--- src/rtl/tff_toggle_arbiter.sv ---
// Round-robin owner of one shared T flip-flop: grants one requester a burst of K toggles, then pulses done.
// Grant one cycle after req is seen in IDLE; bursts run to completion regardless of req; outputs purely registered-state decodes.
module tff_toggle_arbiter #(
  parameter int N     = 4,
  parameter int CNT_W = 4
) (
  input  logic                 clk,
  input  logic                 rst,
  input  logic [N-1:0]         req,
  input  logic [N*CNT_W-1:0]   cnt,
  output logic [N-1:0]         gnt,
  output logic                 busy,
  output logic                 t_en,
  output logic                 t,
  output logic                 q,
  output logic                 qb,
  output logic [N-1:0]         done
);

  localparam int PW = (N > 1) ? $clog2(N) : 1;

  typedef enum logic [1:0] {
    S_IDLE  = 2'd0,
    S_BURST = 2'd1,
    S_DONE  = 2'd2
  } state_t;

  state_t           r_state;
  state_t           w_state_nxt;
  logic [PW-1:0]    r_ptr;
  logic [PW-1:0]    r_win;
  logic [CNT_W-1:0] r_rem;
  logic             r_q;

  logic             w_any;
  logic [PW-1:0]    w_sel;
  logic [CNT_W-1:0] w_sel_cnt;
  logic [N-1:0]     w_win_oh;

  // First asserted request at or after the pointer, wrapping modulo N.
  always_comb begin
    w_any = 1'b0;
    w_sel = r_ptr;
    for (int i = 0; i < N; i++) begin
      if (!w_any && req[(int'(r_ptr) + i) % N]) begin
        w_any = 1'b1;
        w_sel = PW'((int'(r_ptr) + i) % N);
      end
    end
  end

  assign w_sel_cnt = cnt[int'(w_sel)*CNT_W +: CNT_W];

  always_ff @(posedge clk or negedge rst) begin
    if (!rst) begin
      r_state <= S_IDLE;
    end else begin
      r_state <= w_state_nxt;
    end
  end

  always_comb begin
    w_state_nxt = r_state;
    w_win_oh    = N'(1) << r_win;
    gnt         = '0;
    done        = '0;
    busy        = 1'b0;
    t_en        = 1'b0;
    case (r_state)
      S_IDLE: begin
        if (w_any) begin
          w_state_nxt = (w_sel_cnt != '0) ? S_BURST : S_DONE;
        end
      end
      S_BURST: begin
        busy = 1'b1;
        t_en = 1'b1;
        gnt  = w_win_oh;
        if (r_rem <= CNT_W'(1)) begin
          w_state_nxt = S_DONE;
        end
      end
      S_DONE: begin
        busy        = 1'b1;
        gnt         = w_win_oh;
        done        = w_win_oh;
        w_state_nxt = S_IDLE;
      end
      default: begin
        w_state_nxt = S_IDLE;
      end
    endcase
  end

  always_ff @(posedge clk or negedge rst) begin
    if (!rst) begin
      r_ptr <= '0;
      r_win <= '0;
      r_rem <= '0;
      r_q   <= 1'b0;
    end else begin
      case (r_state)
        S_IDLE: begin
          if (w_any) begin
            r_win <= w_sel;
            r_rem <= w_sel_cnt;
          end
        end
        S_BURST: begin
          r_q <= ~r_q;
          if (r_rem != '0) begin
            r_rem <= r_rem - 1'b1;
          end
        end
        S_DONE: begin
          r_ptr <= (r_win == PW'(N-1)) ? '0 : r_win + 1'b1;
        end
        default: begin
        end
      endcase
    end
  end

  assign t  = t_en;
  assign q  = r_q;
  assign qb = ~r_q;

endmodule

--- config.mk ---
export PLATFORM = sky130hd
export DESIGN_NAME = tff_toggle_arbiter
export DESIGN_NICKNAME = d
export VERILOG_FILES = /design/src/rtl/tff_toggle_arbiter.sv
export SDC_FILE = /design/constraint.sdc
export NUM_CORES = 1
export LEC_CHECK = 0
export ABC_AREA = 1
export CORE_UTILIZATION = 48
export CTS_CLUSTER_DIAMETER = 40
export DETAILED_ROUTE_END_ITERATION = 6
export PLACE_DENSITY_LB_ADDON = 0.05
export REMOVE_ABC_BUFFERS = 1
export SYNTH_ARGS = -nofsm -noshare
export SYNTH_HDL_FRONTEND = slang
export SYNTH_SLANG_ARGS = --single-unit
--- constraint.sdc ---
create_clock -name clk -period 2 [get_ports clk]
set_input_delay 0.3 -clock clk [delete_from_list [all_inputs] [get_ports clk]]
set_output_delay 0.3 -clock clk [all_outputs]
set_load 0.01 [all_outputs]
==> reports/qor.yml <==
run_status:
  status: "finished with violations"
  failed_checks: "setup timing"
finish:
  layout_commonest_cell: "nand2_1"
  nFillCells: 160
  layout_common_cells: "nand2_1 (68), clkdlybuf4s50_1 (29), nand2_2 (28)"
  final_cell_count_no_fill: 298
  layout.nets: 300
  drive_gt1_share_pct: 31.3
  fin_util_pct: 82.6
  antennaDiodeCount: 0
  area_delta_synth_final_pct: 60.0
timing:
  fin_crit_ns: 2.09
  post-route-period-util_pct: 104
  fmax_ghz: 0.478
  slew_headroom_pct: 66.9
  hold_violations: 0
  setup_ws_ns: -0.0900
  grt_setup_unrepaired: "true"
  setup_viol: 3
  fin_skew_ns: 0.00124
  hold_slack_ns: 0.350
  slew_violations: 0
  tightestPinTransition_ns: 0.495
critical_path:
  end_kind: "flop"
  critical_path_arrival_ns: 2.26
  crit_chain: "buf_4 -> nand2_1 -> nand2_1 -> nand2_2 -> nand2_4 -> nand2_2 -> nand2_1 -> nand2_2 -> nand2_4 -> nand2_2 -> nand2_1 -> nand2_1 -> nand2_1 -> nand2_2 -> nor2_2 -> nand2_1 -> nand2_1 -> nand2_1"
  worstSetupPathType: "reg2reg"
  cp-start-kind: "flop"
  crit_fanout: 6
  critPathMaxStageDelay_ns: 0.42
  worstPathRequired_ns: 2.17
  crit_slowest_cell: "dfrtp_2"
  cp_common_cell: "nand2_1"
flow_run:
  cap_viol_max_count: 0
die:
  die_area_um2: 2900
  rows: 18
  fp.dieH_um: 53.8
  floorplan.initialDensity_pct: 51.6
  die_x_um: 53.8
  core_area_um2: 2500
  io_pins: 35
route:
  viasPerCell: 5.24
  wirelength_um: 3840
  drt_iter0_markers: 34
  wl_per_cell_um: 12.9
  drtPass1Iterations: 4
  ant_nets: 0
  drcViolationCount: 0
  vias: 1562
global_routing:
  grt_max_degree: 12
  gr-total-overflow: 0
  grt_pass1_vias: 1284
  antenna_found_initial: 0
  grt_pass1_wl_um: 5070
  grt_usage_pct: 23.8
clock_network:
  clk_pin_slew_worst_paths_ns: 0.07
  clk_latency_ns: 0.28
  cts-root-buf: "clkbuf_4"
  clock_path_buffers: 2
  h-tree-depth: 1
  cts_tree: "yes"
  cts_buffers: 3
  cts_hold_buffers: 0
  cts.sinks: 11
place:
  port_buffers: 34
  hpwlAfterDp_um: 2420
  place_inst: 278
  routabilityCongestion: 0.928
power_and_ir_drop:
  seqPwrFrac_pct: 11.8
  vdd_drop_max_v: 0.00156
  p_sw_share_pct: 53.3
  p_sw_mw: 2.08
  p_leak_nw: 1.15
  pwr-share-clk_pct: 4.1
  power_density_nw_per_um2: 1890
  p_int_mw: 1.82
  p_comb_share_pct: 84.1
logic_synthesis:
  synthCells: 209
  netlist_top_cells_area: "nand2_1 (26%), dfrtp_1 (21%), ha_1 (8.7%)"
  ys_seq_elements: 11
  yosys.area.top_type: "nand2_1"
  ys_types: 25
  synthesis.area_um2: 1290
  ys_warn_count: 0
  synth_top_cell_area_share_pct: 26.5
  yosysSeqAreaShare_pct: 21.3
  syn-mean-instance-area_um2: 6.17
min_path:
  holdCritPathClass: "in2async"
layer usage:
metal  track usage, %  share of wire (%)
met1             25.3                 39
met2             46.5                 53
met3             1.98                5.4
met4             10.5                2.1
met5                0                  0
kinds of logic after synthesis:
family          synth area share [%]
buf+inv                         11.0
xor+xnor                        2.04
simple gates                    50.0
compound gates                  6.89
flops                           21.3
fa+ha+maj                       8.73
sequential cells by signal, summed over array words and instances (netlist names):
signal / count
r_rem: 4
q: 1
r_win: 2
r_ptr: 2
r_state: 2
power by group through the flow:
| stage | registers [mW] | clock network, mW | logic [mW] |
|---|---|---|---|
| finish | 0.459 | 0.159 | 3.28 |
| global route | 0.472 | 0.170 | 3.60 |
| CTS | 0.453 | 0.166 | 2.61 |
| detailed placement | 0.452 | 0 | 2.42 |
| global placement | 0.444 | 0 | 2.34 |
| floorplan | 0.456 | 0 | 1.64 |
path summary, 6_finish.rpt:
path	startpoint	to	slack, ns	cells past startpoint
setup reg to reg	r_ptr[0]$_DFFE_PN0P_	r_state[0]$_DFFE_PN0P_	-0.09	18
max in group asynchronous	rst	r_ptr[0]$_DFFE_PN0P_	1.29	1
hold reg to reg	q$_DFFE_PN0P_	q$_DFFE_PN0P_	0.50	1
setup / recovery	r_ptr[0]$_DFFE_PN0P_	r_state[0]$_DFFE_PN0P_	-0.09	18
min in group clk	q$_DFFE_PN0P_	q$_DFFE_PN0P_	0.50	1
hold / removal	rst	r_rem[0]$_DFFE_PN0P_	0.35	1
through the flow:
step | cell area (µm²) | total power, mW | setup WS (ns) | setup TNS (ns)
2_1_floorplan | 1260 | 2.10 | 0.0378 | 0
3_3_place_gp | 1700 | 2.78 | -0.159 | -0.668
3_5_place_dp | 1700 | 2.87 | -0.274 | -1.26
4_1_cts | 1790 | 3.23 | -0.0664 | -0.439
5_1_grt | 2060 | 4.24 | -0.201 | -0.828
6_report | 2060 | 3.90 | -0.0900 | -0.118
final cells by class:
class / instances / area [µm²] / area share, %
Inverter: 28 / 113 / 5.45
Clock buffer: 4 / 26.3 / 1.27
Sequential cell: 11 / 278 / 13.5
Timing Repair Buffer: 56 / 547 / 26.5
Tap cell: 30 / 37.5 / 1.82
Multi-Input combinational cell: 169 / 1060 / 51.5
critical path, delay by kind of cell (launching register included):
family / cells / cell delay (ns)
flops: 1 / 0.42
simple gates: 17 / 1.39
buf+inv: 1 / 0.16
repair_timing:
action / in CTS / in global routing
pin swaps: 5 / 16
buffers inserted: 0 / 12
gates resized for setup: 7 / 50
cloned: 3 / 1
endpoints found under the setup margin: 13 / 16
synthesized netlist by cell type, drive strengths merged:
cell / instances
nand2: 103
inv: 28
nand3: 21
dfrtp: 11
o21ai: 10
ha: 9
nor2: 9
a21oi: 5
buf: 3
nand4: 2
xor2: 2
a22oi: 1
clkbuf: 1
nor3b: 1
nor4: 1
o22ai: 1
xnor2: 1
(Power assumes the default switching activity.)
